**src/rtl/match_counter_if.sv**
```systemverilog
// -----------------------------------------------------------------------------
// match_counter_if
//   Bundles the match-statistics signals of match_counter.
//   Signal directions are named from the match_counter's point of view.
//
//   clear_i    : synchronous active-high clear of all statistics
//   z_i        : match flag from the sequence-detector stage (same clock domain)
//   pulse_o    : one-cycle strobe following each z rising edge
//   active_o   : high while the block is in state HIGH
//   count_o    : saturating count of z rising edges
//   run_o      : length of the current or most recent z-high run (saturating)
//   max_run_o  : longest completed z-high run since reset or clear
//
//   Modports: master (drives clear_i/z_i, observes the results)
//             slave  (match_counter itself)
// -----------------------------------------------------------------------------
interface match_counter_if #(
    parameter int CW = 8
);
    logic          clear_i;
    logic          z_i;
    logic          pulse_o;
    logic          active_o;
    logic [CW-1:0] count_o;
    logic [CW-1:0] run_o;
    logic [CW-1:0] max_run_o;

    modport master (
        output clear_i, z_i,
        input  pulse_o, active_o, count_o, run_o, max_run_o
    );

    modport slave (
        input  clear_i, z_i,
        output pulse_o, active_o, count_o, run_o, max_run_o
    );
endinterface : match_counter_if

```
**src/rtl/match_counter.sv**
```systemverilog
// -----------------------------------------------------------------------------
// match_counter
//   Collects statistics on the match flag z from a sequence detector:
//   number of rising edges, the length of the current/most recent z-high run
//   and the longest completed run. All counters are unsigned CW-bit values
//   that saturate at 2^CW-1 and then hold.
//
//   Ports:
//     clk    : system clock, all updates on the rising edge
//     rst_n  : asynchronous active-low reset
//     bus    : match_counter_if.slave (clear_i, z_i in; pulse_o, active_o,
//              count_o, run_o, max_run_o out)
//     hex0_o : (MATCH_COUNTER_SEG7_EN only) active-low 7-seg digit of count[3:0]
//     hex1_o : (MATCH_COUNTER_SEG7_EN only) active-low 7-seg digit of count[7:4]
//
//   Configuration:
//     MATCH_COUNTER_SEG7_EN - when defined, adds the registered hex display
//                             outputs; requires CW >= 8. When undefined the
//                             hex ports and their logic are absent.
// -----------------------------------------------------------------------------
module match_counter #(
    parameter int CW = 8
) (
    input  logic                  clk,
    input  logic                  rst_n,
    match_counter_if.slave        bus
`ifdef MATCH_COUNTER_SEG7_EN
    ,
    output logic [6:0]            hex0_o,
    output logic [6:0]            hex1_o
`endif
);

    typedef enum logic {
        IDLE = 1'b0,
        HIGH = 1'b1
    } state_e;

    localparam logic [CW-1:0] SAT_VAL = '1;

    state_e        state_q;
    logic          z_d_q;
    logic          pulse_q;
    logic [CW-1:0] count_q;
    logic [CW-1:0] run_q;
    logic [CW-1:0] max_run_q;

    logic          rise_d;
    logic [CW-1:0] count_d;
    logic [CW-1:0] run_d;
    logic [CW-1:0] max_run_d;

    // Saturating increments and the edge detect. A rising edge is z high now
    // while it was low at the previous posedge; after reset z_d_q is 0, so z
    // already high at the first edge counts.
    always_comb begin
        // NOTE: every combinational output gets a value on every path (here
        // unconditionally) so no latch is inferred.
        rise_d    = bus.z_i & ~z_d_q;
        count_d   = (count_q == SAT_VAL) ? count_q : count_q + CW'(1);
        run_d     = (run_q   == SAT_VAL) ? run_q   : run_q   + CW'(1);
        max_run_d = (run_q > max_run_q)  ? run_q   : max_run_q;
    end

    // Single-process FSM with all statistics registered alongside the state.
    // NOTE: state registers use non-blocking assignments so every register
    // samples the pre-edge values regardless of statement order.
    always_ff @(posedge clk or negedge rst_n) begin
        if (!rst_n) begin
            state_q   <= IDLE;
            z_d_q     <= 1'b0;
            pulse_q   <= 1'b0;
            count_q   <= '0;
            run_q     <= '0;
            max_run_q <= '0;
        end else begin
            // z history keeps tracking through a clear, so a z held high
            // across the clear is not seen as a fresh edge afterwards.
            z_d_q <= bus.z_i;

            if (bus.clear_i) begin
                // Clear wins over everything; an open run is discarded
                // without being committed to max_run.
                state_q   <= IDLE;
                pulse_q   <= 1'b0;
                count_q   <= '0;
                run_q     <= '0;
                max_run_q <= '0;
            end else begin
                pulse_q <= rise_d;
                if (rise_d) begin
                    count_q <= count_d;
                end

                case (state_q)
                    IDLE: begin
                        if (bus.z_i) begin
                            state_q <= HIGH;
                            run_q   <= CW'(1);
                        end
                    end
                    HIGH: begin
                        if (bus.z_i) begin
                            run_q <= run_d;
                        end else begin
                            // Run completed: run keeps its final length.
                            state_q   <= IDLE;
                            max_run_q <= max_run_d;
                        end
                    end
                    default: state_q <= IDLE;
                endcase
            end
        end
    end

    assign bus.pulse_o   = pulse_q;
    assign bus.active_o  = (state_q == HIGH);
    assign bus.count_o   = count_q;
    assign bus.run_o     = run_q;
    assign bus.max_run_o = max_run_q;

`ifdef MATCH_COUNTER_SEG7_EN
    // Active-low segments, bit order {g,f,e,d,c,b,a}.
    function automatic logic [6:0] seg7(input logic [3:0] v);
        logic [6:0] s;
        case (v)
            4'h0: s = 7'b1000000;
            4'h1: s = 7'b1111001;
            4'h2: s = 7'b0100100;
            4'h3: s = 7'b0110000;
            4'h4: s = 7'b0011001;
            4'h5: s = 7'b0010010;
            4'h6: s = 7'b0000010;
            4'h7: s = 7'b1111000;
            4'h8: s = 7'b0000000;
            4'h9: s = 7'b0010000;
            4'hA: s = 7'b0001000;
            4'hB: s = 7'b0000011;
            4'hC: s = 7'b1000110;
            4'hD: s = 7'b0100001;
            4'hE: s = 7'b0000110;
            default: s = 7'b0001110;
        endcase
        return s;
    endfunction

    logic [6:0] hex0_q;
    logic [6:0] hex1_q;

    // Display trails count by one cycle; reset shows a blank (all segments off).
    always_ff @(posedge clk or negedge rst_n) begin
        if (!rst_n) begin
            hex0_q <= 7'h7F;
            hex1_q <= 7'h7F;
        end else begin
            hex0_q <= seg7(count_q[3:0]);
            hex1_q <= seg7(count_q[7:4]);
        end
    end

    assign hex0_o = hex0_q;
    assign hex1_o = hex1_q;
`endif

endmodule : match_counter

```
**src/flat_wrapper.sv**
```systemverilog
// flat-port wrapper written by rule: the top's interface ports become plain ports
module match_counter_flat 
#(
    parameter int CW = 8
)
  (clk, rst_n, bus_clear_i, bus_z_i, bus_pulse_o, bus_active_o, bus_count_o, bus_run_o, bus_max_run_o);
  match_counter_if #(.CW(CW)) bus_i ();
  input  logic clk;
  input  logic rst_n;
  input wire logic [$bits(bus_i.clear_i)-1:0] bus_clear_i;
  input wire logic [$bits(bus_i.z_i)-1:0] bus_z_i;
  output wire logic [$bits(bus_i.pulse_o)-1:0] bus_pulse_o;
  output wire logic [$bits(bus_i.active_o)-1:0] bus_active_o;
  output wire logic [$bits(bus_i.count_o)-1:0] bus_count_o;
  output wire logic [$bits(bus_i.run_o)-1:0] bus_run_o;
  output wire logic [$bits(bus_i.max_run_o)-1:0] bus_max_run_o;
  assign bus_i.clear_i = bus_clear_i;
  assign bus_i.z_i = bus_z_i;
  assign bus_pulse_o = bus_i.pulse_o;
  assign bus_active_o = bus_i.active_o;
  assign bus_count_o = bus_i.count_o;
  assign bus_run_o = bus_i.run_o;
  assign bus_max_run_o = bus_i.max_run_o;
  match_counter #(.CW(CW)) u_core (.clk(clk), .rst_n(rst_n), .bus(bus_i));
endmodule
```
**config.mk**
```make
export PLATFORM = sky130hd
export DESIGN_NAME = match_counter_flat
export DESIGN_NICKNAME = d
export VERILOG_FILES = /design/src/rtl/match_counter_if.sv /design/src/rtl/match_counter.sv /design/src/flat_wrapper.sv
export SDC_FILE = /design/constraint.sdc
export NUM_CORES = 1
export LEC_CHECK = 0
export BUFFER_PORTS_ARGS = -buffer_cell sky130_fd_sc_hd__clkbuf_2
export CORE_MARGIN = 1
export CORE_UTILIZATION = 31
export CTS_BUF_LIST = sky130_fd_sc_hd__clkbuf_4
export CTS_CLUSTER_SIZE = 10
export DETAILED_ROUTE_END_ITERATION = 8
export GPL_TIMING_DRIVEN = 0
export MAX_ROUTING_LAYER = met4
export PLACE_DENSITY = 0.58
export SYNTH_ARGS = -nofsm -noshare
export SYNTH_HDL_FRONTEND = slang
export SYNTH_SLANG_ARGS = --single-unit
```
**constraint.sdc**
```tcl
create_clock -name clk -period 1.8 [get_ports clk]
set_input_delay 0.09 -clock clk [delete_from_list [all_inputs] [get_ports clk]]
set_output_delay 0.09 -clock clk [all_outputs]
set_load 0.02 [all_outputs]
```
**Yosys cells after proc, flatten, opt, wreduce, memory -nomap -nowiden**

Index checks and enable logic that the tools add are counted.

- Bits in registers: 27
- Bits in latches: 0
- Bits in writable memories: 0
- Memory bits (read-only): 0
- Output and inout bits: 26
- Logic and storage cells: 40
- Memories: 0

- Add/sub/neg operators: 2
- Multiply operators: 0
- Divide/modulo/power cells: 0
- Magnitude comparators: 1
- Equality and inequality tests: 7
- Shifts and indexed selects: 0
- Multiplexer cells: 15
- Bitwise gates (word level): 3
- Reductions and logical operators: 6

Operators with widths:

| kind | count |
|---|---|
| $mux W8 | 11 |
| $add A8 B1 Y8 const B | 2 |
| $eq A8 B8 Y1 const B | 2 |
| $pmux W8 S2 | 1 |
| $ne A3 B3 Y1 const B | 3 |
| $gt A8 B8 Y1 | 1 |
| $reduce_and A3 Y1 | 2 |
| $reduce_bool A2 Y1 | 3 |
| $ne A2 B2 Y1 const B | 2 |
| $mux W1 | 3 |
| $not A1 Y1 | 2 |
| $reduce_and A2 Y1 | 1 |
| $and A1 B1 Y1 | 1 |

**Logic depth before layout (Yosys ltp)**

Gate-level depths: netlist of the first run.

- Depth after elaboration: 5
- Mapped depth: 8

**Least setup slack after synthesis of the first run**

Ideal clock, no wire load.

- Path kind: reg-to-reg
- Start: register u_core.max_run_q[7] (netlist: u_core.bus.max_run_o[7])
- End: register u_core.max_run_q[4] (netlist: u_core.bus.max_run_o[4])
- Arrival: 1,670 ps
- Path slack: 50 ps
- Cell stages (with the launch flop): 9
- Path buffers: 1
- Period minus slack after synthesis: 1,750 ps
- Cell sequence: dfrtp_1 > inv_1 > ha_1 > nand2_1 > o21a_1 > a21oi_1 > and4b_1 > buf_4 > mux2i_1

- Word-level cells in the longest chain between the ends: 3

Ends and longest elaborated chain:

| item | RTL line | text |
|---|---|---|
| start, declared | match_counter.sv:46 | `logic [CW-1:0] max_run_q;` |
| start signal, assigned | match_counter.sv:108 | `max_run_q <= max_run_d;` |
| $gt A8 B8 Y1 | match_counter.sv:62 | `max_run_d = (run_q > max_run_q) ? run_q : max_run_q;` |
| $reduce_bool A2 Y1 (no source line) | -- |  |
| $reduce_and A3 Y1 (no source line) | -- |  |

Every way passes these cells.
A chain may end at the register's enable or synchronous reset.

**Final worst setup path of the first run**

- Start: register u_core.run_q[7] (netlist: u_core.bus.run_o[7])
- End: register u_core.max_run_q[6] (netlist: u_core.bus.max_run_o[6])

- Word-level cells in the longest chain between the ends: 3

Ends and longest elaborated chain:

| item | RTL line | text |
|---|---|---|
| start, declared | match_counter.sv:45 | `logic [CW-1:0] run_q;` |
| start signal, assigned | match_counter.sv:104 | `run_q <= run_d;` |
| $gt A8 B8 Y1 | match_counter.sv:62 |  |
| $reduce_bool A2 Y1 (no source line) | -- |  |
| $reduce_and A3 Y1 (no source line) | -- |  |

Every way passes these cells.

==> flow_summary.json, run 1 <==
{
  "wl_per_cell_um": 12.84,
  "r2r-end": "u_core.bus.max_run_o[6]$_DFFE_PN0P_",
  "crit_buf_inv": 1,
  "nets": 224,
  "fmax_mhz": 555.9,
  "tightest_slew_ns": 0.6747,
  "min_period_over_period_pct": 99.93,
  "ys_async_sr_fraction_pct": 100.0,
  "drc": 0,
  "avgSynthCellArea_um2": 9.562,
  "antenna_found_initial": 0,
  "core_area_um2": 4755,
  "final_antenna_net_count": 0,
  "synth_ff_type": "dfrtp_1",
  "fp-row-count": 25,
  "ir_drop_mv": 0.1958,
  "power_mw": 1.006,
  "r2r_cells": 7,
  "netlist_instances": 162,
  "setup_viol": 0,
  "path_clk_slew_ns": 0.15,
  "grt_start_max_net_pins": 28,
  "initial_core_util_pct": 32.58,
  "rsz0062_at_grt": "true",
  "max_stage_delay_ns": 0.46,
  "drv_slew": 0,
  "finish.utilization_pct": 41.97,
  "cp-end-kind": "register",
  "clk_path_buf_depth": 2,
  "syn2layout_area_growth_pct": 28.84,
  "clock-sinks": 27,
  "crit_path_start_kind": "register",
  "io_pins": 30,
  "p_per_area_nw_per_um2": 504.2,
  "final_common_cell": "clkbuf_2",
  "syn_area_um2": 1549,
  "p_leak_nw": 0.8968,
  "grt_pass1_vias": 1212,
  "overflow": 0,
  "drive_gt1_share_pct": 31.58,
  "die_h_um": 72.69,
  "firstDrtPassIters": 4,
  "path_cells": "ha_4 > nand2_2 > o21a_1 > a21oi_2 > and4b_1 > buf_6 > mux2i_2",
  "numCtsBuffers": 3,
  "routed_wl_um": 3545,
  "numPortBuffers": 29,
  "clock_latency_ns": 0.32,
  "synth-edff-count": 0,
  "slew_headroom_pct": 55.02,
  "die_area_um2": 5283,
  "place_congestion": 0.8407,
  "min_from": "bus_clear_i",
  "synth-seq-area-share_pct": 43.62,
  "drv_cap": 0,
  "clock_skew_ns": 0.003069,
  "path_class": "register to register",
  "reg2reg_slack_ns": 0.001,
  "status": "finished, final reports clean",
  "critPathTopFamily": "flip-flops",
  "ys_types": 33,
  "whs_path_depth": 3,
  "htree_levels": 1,
  "finalHoldViolations": 0,
  "viasPerCell": 4.678,
  "grt_pass1_wl_um": 5706,
  "period_minus_slack_ns": 1.799,
  "synth_warnings": 0,
  "die_w_um": 72.69,
  "tritoncts": "done",
  "cts-root-buf": "clkbuf_4",
  "grt_usage_pct": 14.07,
  "syn_nets": 176,
  "timing.rr.start": "u_core.bus.run_o[7]$_DFFE_PN0P_",
  "antenna_cells": 0,
  "first_iter_violations": 55,
  "hold_class": "input port to register",
  "dp_hpwl_um": 2390,
  "cpMaxStageDelayCell": "dfrtp_1",
  "synth_seq_cells": 27,
  "hold_ws_ns": 0.2959,
  "final_cell_mix": "clkbuf_2, dfrtp_1, nand2b_1",
  "cp.required_ns": 2.05,
  "whs_endpoint": "u_core.bus.active_o$_DFF_PN0_",
  "nFillCells": 499,
  "worstPathMaxFanout": 8,
  "arrival_ns": 2.05,
  "vias": 1291
}
-- synthesized netlist by cell type (all sizes together) (2+ instances only) --
| cell | number | area share [%] |
|---|---|---|
| o31ai | 3 | 1.5 |
| a21oi | 9 | 2.9 |
| o21ai | 5 | 1.6 |
| nand3 | 7 | 2.3 |
| a41oi | 2 | 1.1 |
| dfrtp | 27 | 44 |
| nand4 | 6 | 2.8 |
| mux2i | 10 | 6.5 |
| ha | 10 | 8.1 |
| a31oi | 2 | 0.81 |
| nor3 | 2 | 0.65 |
| buf | 3 | 1.5 |
| xor2 | 5 | 2.8 |
| inv | 9 | 2.2 |
| nor2b | 3 | 1.2 |
| nand2 | 11 | 2.7 |
| nand2b | 18 | 7.3 |
| clkbuf | 4 | 0.97 |
| nor2 | 15 | 3.6 |
-- per-layer routing --
metal / GRT usage, % / wire length (µm)
met2: 22.74 / 1679
met3: 1.243 / 41
met4: 3.268 / 23
met1: 19.20 / 1800
met5: - / 0
-- worst reg2reg max path, stage by stage (launching register included) --
cell and delay (ns):
dfrtp_1 0.46, ha_4 0.31, nand2_2 0.05, o21a_1 0.19, a21oi_2 0.11, and4b_1 0.21
buf_6 0.17, mux2i_2 0.23
-- metrics by stage --
stage	TNS, ns	cells	worst slack (ns)	instance area (µm²)
after floorplan	0	162	0.05033	1549
after global placement	-0.1047	258	-0.01841	1778
after detailed placement	-0.2263	258	-0.05220	1778
after CTS	0	268	0.008631	1862
after global routing	-0.3226	276	-0.09268	1996
final	0	276	0.001237	1996
-- timing repair --
action	4_1_cts	5_1_grt
endpoints found under the hold margin	28	0
setup endpoints to repair	8	12
pin swaps	0	5
resized for setup	3	14
hold buffers	2	0
buffers inserted	4	8
-- worst max path at each step --
stage,slack [ns],depth (start not counted),from,to
floorplan,0.05,8,u_core.bus.max_run_o[7]$_DFFE_PN0P_,u_core.bus.max_run_o[4]$_DFFE_PN0P_
global placement,-0.02,7,u_core.bus.run_o[5]$_DFFE_PN0P_,u_core.bus.max_run_o[7]$_DFFE_PN0P_
detailed placement,-0.05,7,u_core.bus.run_o[7]$_DFFE_PN0P_,u_core.bus.max_run_o[6]$_DFFE_PN0P_
CTS,0.009,7,u_core.bus.run_o[7]$_DFFE_PN0P_,u_core.bus.max_run_o[6]$_DFFE_PN0P_
global route,-0.09,7,u_core.bus.run_o[7]$_DFFE_PN0P_,u_core.bus.max_run_o[6]$_DFFE_PN0P_
finish,0.001,7,u_core.bus.run_o[7]$_DFFE_PN0P_,u_core.bus.max_run_o[6]$_DFFE_PN0P_
-- cells by family after synthesis --
| family | after synthesis | share of synthesized area, % |
|---|---|---|
| flip-flops | 27 | 43.62 |
| AO/OA/AOI/OAI | 27 | 11.23 |
| multiplexers | 10 | 6.462 |
| AND/OR/NAND/NOR | 66 | 22.54 |
| XOR/XNOR | 6 | 3.393 |
| adder cells (fa/ha/maj) | 10 | 8.078 |
| buffers and inverters | 16 | 4.684 |
-- registers in the layout, indices dropped and copies added, names as in the netlist --
register              cells
u_core.bus.pulse_o        1
u_core.bus.active_o       1
u_core.bus.max_run_o      8
u_core.z_d_q              1
u_core.bus.run_o          8
u_core.bus.count_o        8
-- layout make-up --
| cell class | instances | area [µm²] | area share [%] |
|---|---|---|---|
| multi-input cells | 119 | 870.8 | 43.64 |
| flip-flops and latches | 27 | 681.9 | 34.17 |
| repair buffers | 43 | 255.2 | 12.79 |
| well taps | 67 | 83.83 | 4.201 |
| plain buffers | 7 | 42.54 | 2.132 |
| inverters | 9 | 33.78 | 1.693 |
| clock buffers | 3 | 22.52 | 1.129 |
| clock inverters | 1 | 5.005 | 0.2508 |
-- report_power, final --
part	internal, mW	total, mW	switching [mW]
logic	0.0463	0.113	0.0668
clock network	0.0832	0.266	0.182
registers	0.616	0.628	0.0116
Power figures use the tool's default switching activity.
==> run 2: changes to the inputs <==
REMOVE_ABC_BUFFERS = 1   (was default)
SKIP_LAST_GASP = 1   (was default)
==> run 2 against run 1 <==
Against the previous run:
- clock-buffer cell count is the same
- combinational power shrank 7%
- clock power grew 4%
- first-iteration DRC count shrank 1.8%
- sequential cell count is the same
- critical path type unchanged
==> flow_summary.json, run 2 (synthesis results as in run 1) <==
{
  "clock_skew_ns": 0.007357,
  "place_congestion": 0.8370,
  "cpMaxStageDelayCell": "dfrtp_2",
  "clk_path_buf_depth": 2,
  "crit_path_start_kind": "register",
  "final_common_cell": "clkbuf_2",
  "nets": 212,
  "drv_slew": 0,
  "cp.required_ns": 2.07,
  "vias": 1229,
  "overflow": 0,
  "status": "finished, final reports clean",
  "drive_gt1_share_pct": 28.43,
  "cts-root-buf": "clkbuf_4",
  "min_period_over_period_pct": 97.02,
  "tightest_slew_ns": 0.6899,
  "first_iter_violations": 54,
  "ir_drop_mv": 0.4891,
  "clock_latency_ns": 0.33,
  "htree_levels": 1,
  "critPathTopFamily": "flip-flops",
  "path_clk_slew_ns": 0.16,
  "power_mw": 1.010,
  "grt_start_max_net_pins": 32,
  "die_h_um": 72.69,
  "worstPathMaxFanout": 8,
  "firstDrtPassIters": 4,
  "slew_headroom_pct": 54.00,
  "antenna_found_initial": 0,
  "drc": 0,
  "rsz0062_at_grt": "true",
  "finalHoldViolations": 0,
  "numCtsBuffers": 3,
  "crit_buf_inv": 0,
  "dp_hpwl_um": 2214,
  "tritoncts": "done",
  "hold_class": "input port to register",
  "routed_wl_um": 3219,
  "final_antenna_net_count": 0,
  "drv_cap": 0,
  "antenna_cells": 0,
  "grt_pass1_wl_um": 5492,
  "viasPerCell": 4.655,
  "arrival_ns": 2.01,
  "p_per_area_nw_per_um2": 531.8,
  "die_w_um": 72.69,
  "grt_pass1_vias": 1184,
  "syn2layout_area_growth_pct": 22.62,
  "period_minus_slack_ns": 1.746,
  "clock-sinks": 27,
  "io_pins": 30,
  "max_stage_delay_ns": 0.48,
  "setup_viol": 0,
  "placed_area_um2": 1739,
  "wl_per_cell_um": 12.19,
  "cp-end-kind": "register",
  "path_class": "register to register",
  "grt_usage_pct": 13.62,
  "numPortBuffers": 29,
  "die_area_um2": 5283,
  "p_leak_nw": 0.8330,
  "path_cells": "ha_4 > nand2_1 > o21a_1 > a21oi_1 > and4b_4 > mux2i_1",
  "critical_path_depth": 6,
  "fmax_mhz": 572.6,
  "fp-row-count": 25,
  "core_area_um2": 4755,
  "whs_path_depth": 2,
  "tns_ns": 0,
  "stdcell_area_um2": 1899,
  "initial_core_util_pct": 32.58,
  "final_cell_mix": "clkbuf_2, dfrtp_1, nand2b_1",
  "r2r_cells": 6
}
==> run 2: layer usage <==
metal	part of all wire, %	GRT usage (%)	vias up	routed length, µm
met5	0	-	-	0
met4	0.53	1.961	0	17
met3	3.5	3.729	2	112
met2	47	22.53	27	1521
met1	49	17.01	566	1568
li1	-	-	634	-
==> run 2: where the power goes <==
group          total [mW]  internal [mW]  switching [mW]
Combinational       0.105         0.0425          0.0628
Clock               0.277         0.0850           0.192
Sequential          0.628          0.616          0.0117
==> run 2: area by class of cell <==
| cell class | instances | area [µm²] |
|---|---|---|
| Clock inverter | 1 | 7.507 |
| Tap cell | 67 | 83.83 |
| Clock buffer | 3 | 22.52 |
| Multi-Input combinational cell | 119 | 849.6 |
| Sequential cell | 27 | 684.4 |
| Fill cell | 515 | 2855 |
| Inverter | 9 | 33.78 |
| Timing Repair Buffer | 38 | 217.7 |
==> run 2: worst paths after layout <==
path / slack [ns] / end / start
hold / removal: 0.26 / u_core.bus.run_o[0]$_DFFE_PN0P_ / bus_clear_i
setup / recovery: 0.05 / u_core.bus.max_run_o[0]$_DFFE_PN0P_ / u_core.bus.run_o[6]$_DFFE_PN0P_
setup reg to reg: 0.05 / u_core.bus.max_run_o[0]$_DFFE_PN0P_ / u_core.bus.run_o[6]$_DFFE_PN0P_
min in group asynchronous: 0.31 / u_core.bus.max_run_o[2]$_DFFE_PN0P_ / rst_n
hold reg to reg: 0.54 / u_core.bus.pulse_o$_DFF_PN0_ / u_core.z_d_q$_DFF_PN0_
max in group asynchronous: 1.01 / u_core.bus.run_o[3]$_DFFE_PN0P_ / rst_n
==> run 2: metrics by stage <==
step | hold WS [ns] | cells | setup slack (ns) | utilization, %
floorplan | -0.2056 | 155 | -0.07369 | -
global placement | 0.1685 | 251 | -0.2015 | 36.58
detailed placement | 0.1750 | 251 | -0.2053 | 36.58
CTS | 0.2814 | 259 | 0.01064 | 38.16
global route | 0.3072 | 264 | -0.08331 | 39.95
finish | 0.2616 | 264 | 0.05357 | 39.95
==> run 2: what timing repair did <==
item | 4_1_cts | 5_1_grt
gates resized for setup | 7 | 8
cloned | 0 | 0
buffers inserted | 2 | 5
pin swaps | 1 | 5
hold buffers | 2 | 0
endpoints found under the setup margin | 8 | 11
hold endpoints to repair | 28 | 0
==> run 3: changes to the inputs <==
ABC_AREA = 1   (was default)
==> run 3 against run 2 <==
Against the previous run:
- clock skew decreased by 0.0058 ns
- synthesized cell count is 32% higher
- clock-buffer cell count grew 1
- final cell count is 20% higher
- combinational power rose by 10%
- register-to-register slack gained 0.12 ns
- worst hold slack better by 0.059 ns
- routed wire length up 17%
- non-clock buffer count shrank 6
- worst setup slack gained 0.12 ns
- sequential power is essentially flat
- via count increased by 21%
- critical endpoint is now u_core.bus.max_run_o[7]$_DFFE_PN0P_
- highest routed layer unchanged
==> flow_summary.json, run 3 <==
{
  "clock_latency_ns": 0.33,
  "status": "finished, final reports clean",
  "final_antenna_net_count": 0,
  "numCtsBuffers": 3,
  "ir_drop_mv": 0.4057,
  "cts-root-buf": "clkbuf_4",
  "worstSetupEndpoint": "u_core.bus.max_run_o[7]$_DFFE_PN0P_",
  "dp_hpwl_um": 2711,
  "syn_area_um2": 1632,
  "first_iter_violations": 19,
  "viasPerCell": 4.667,
  "routed_wl_um": 3755,
  "period_minus_slack_ns": 1.628,
  "path_clk_slew_ns": 0.15,
  "fp-row-count": 26,
  "yosys-top-cells-count": "nand2_1, inv_1, dfrtp_1",
  "stdcell_area_um2": 1933,
  "tightest_slew_ns": 0.7139,
  "cpMaxStageDelayCell": "dfrtp_1",
  "wl_per_cell_um": 11.81,
  "r2r_cells": 10,
  "placed_area_um2": 1857,
  "drive_gt1_share_pct": 20.56,
  "p_per_area_nw_per_um2": 534.9,
  "r2r-end": "u_core.bus.max_run_o[7]$_DFFE_PN0P_",
  "path_cells": "ha_1 > nand2_1 > inv_1 > nand2_1 > nand2_1 > nand2_1 > nand2_4 > nand2_4 > nand3_1 > nand2_1",
  "place_congestion": 0.8071,
  "htree_levels": 1,
  "avgSynthCellArea_um2": 7.624,
  "cp_common_cell": "nand2_1",
  "cp-end-kind": "register",
  "drc": 0,
  "syn2layout_area_growth_pct": 18.48,
  "finalHoldViolations": 0,
  "synth_warnings": 0,
  "overflow": 0,
  "fmax_mhz": 614.2,
  "ys_async_sr_fraction_pct": 100.0,
  "worstPathMaxFanout": 9,
  "synthMuxAreaShare_pct": 0,
  "reg2reg_slack_ns": 0.17,
  "netlist_instances": 214,
  "synth_ff_type": "dfrtp_1",
  "path_class": "register to register",
  "slew_headroom_pct": 52.41,
  "die_area_um2": 5557,
  "final_cell_mix": "nand2_1, inv_1, clkbuf_2",
  "synth_top_area_cell": "dfrtp_1",
  "firstDrtPassIters": 4,
  "min_period_over_period_pct": 90.45,
  "arrival_ns": 1.87,
  "synthSimpleGateAreaFrac_pct": 34.66,
  "setup_viol": 0,
  "ys_types": 27,
  "grt_pass1_wl_um": 6320,
  "rsz0062_at_grt": "false",
  "grt_usage_pct": 15.26,
  "crit_start": "u_core.bus.run_o[2]$_DFFE_PN0P_",
  "initial_core_util_pct": 32.15,
  "final_common_cell": "nand2_1",
  "synth-seq-area-share_pct": 41.41,
  "cp.required_ns": 2.04,
  "crit_path_start_kind": "register",
  "timing.rr.start": "u_core.bus.run_o[2]$_DFFE_PN0P_",
  "antenna_cells": 0,
  "p_leak_nw": 1.029,
  "tns_ns": 0,
  "synth_compound_area_share_pct": 7.439,
  "synth.top_cells.by_area": "dfrtp_1, nand2_1, ha_1",
  "synth_seq_cells": 27,
  "drv_cap": 0,
  "synth_top_family_by_area": "simple AND/OR/NAND/NOR gates",
  "drv_slew": 0,
  "die_h_um": 74.55,
  "synth-adder-area-share_pct": 7.669,
  "antenna_found_initial": 0,
  "synthXorXnorAreaFrac_pct": 0.5368,
  "core_area_um2": 5075,
  "clock-sinks": 27,
  "vias": 1484,
  "nets": 263,
  "io_pins": 30,
  "numPortBuffers": 29,
  "clock_skew_ns": 0.001524,
  "synth.top_cell.area_share_pct": 41.41,
  "die_w_um": 74.55,
  "tritoncts": "done",
  "nFillCells": 569,
  "grt_start_max_net_pins": 28,
  "synth_most_common_cell": "nand2_1",
  "max_stage_delay_ns": 0.52,
  "clk_path_buf_depth": 2,
  "hold_class": "input port to async pin",
  "synth-edff-count": 0,
  "grt_pass1_vias": 1384
}
run 3: critical path, delay by kind of cell (launching register included):
family | cells | cell delay, ns
AND/OR/NAND/NOR | 8 | 0.61
flip-flops | 1 | 0.52
adder cells (fa/ha/maj) | 1 | 0.32
buffers and inverters | 1 | 0.08
run 3: layer usage:
layer	track usage (%)	vias to the layer above	share of wire, %
met5	-	-	0
met4	2.096	0	0.43
met3	3.117	2	4.4
met2	25.03	37	47
met1	19.87	677	48
li1	-	768	-
run 3: worst min-delay path by stage:
stage | from | to | cells after the start
final | rst_n | u_core.bus.count_o[6]$_DFFE_PN0P_ | 2
after global routing | rst_n | u_core.bus.count_o[6]$_DFFE_PN0P_ | 2
after CTS | rst_n | u_core.bus.count_o[6]$_DFFE_PN0P_ | 2
after detailed placement | rst_n | u_core.bus.count_o[6]$_DFFE_PN0P_ | 1
after global placement | rst_n | u_core.bus.count_o[5]$_DFFE_PN0P_ | 1
after floorplan | rst_n | u_core.bus.active_o$_DFF_PN0_ | 0
run 3: final cells by class:
type / count / area (µm²) / area share [%]
clock buffer: 4 / 30.03 / 1.553
inverter: 34 / 127.6 / 6.602
multi-input combinational: 151 / 835.8 / 43.24
sequential: 27 / 676.9 / 35.02
tap: 70 / 87.58 / 4.531
timing repair buffer: 32 / 175.2 / 9.062
run 3: repair_timing:
item                                    4_1_cts  5_1_grt
endpoints found under the setup margin        8        8
pin swaps                                     0        0
resized for setup                             1        4
hold buffers                                  3        0
endpoints found under the hold margin        29        0
buffers inserted                              0        0
run 3: cell families (layout without fill, tap and decap cells):
group | after synthesis | after routing
fa+ha+maj | 10 | 10
compound gates | 21 | 21
buf+inv | 36 | 70
xor+xnor | 1 | 1
simple gates | 119 | 119
flops | 27 | 27
run 3: where the power goes:
group	leakage (nW)	internal, mW	switching, mW
combinational	0.642	0.0311	0.0845
sequential	0.369	0.616	0.0128
clock	0.0184	0.102	0.188
run 3: stage by stage:
stage	hold slack [ns]	total power, mW	util (%)	cells	setup slack (ns)
6_report	0.3209	1.034	38.09	318	0.1719
5_1_grt	0.4016	1.083	38.09	318	0.009817
4_1_cts	0.3342	1.048	37.82	318	0.05540
3_5_place_dp	0.1780	0.7505	36.59	311	-0.03201
3_3_place_gp	0.1686	0.7484	36.59	311	-0.01096
2_1_floorplan	-0.2056	0.7017	-	212	0.1791
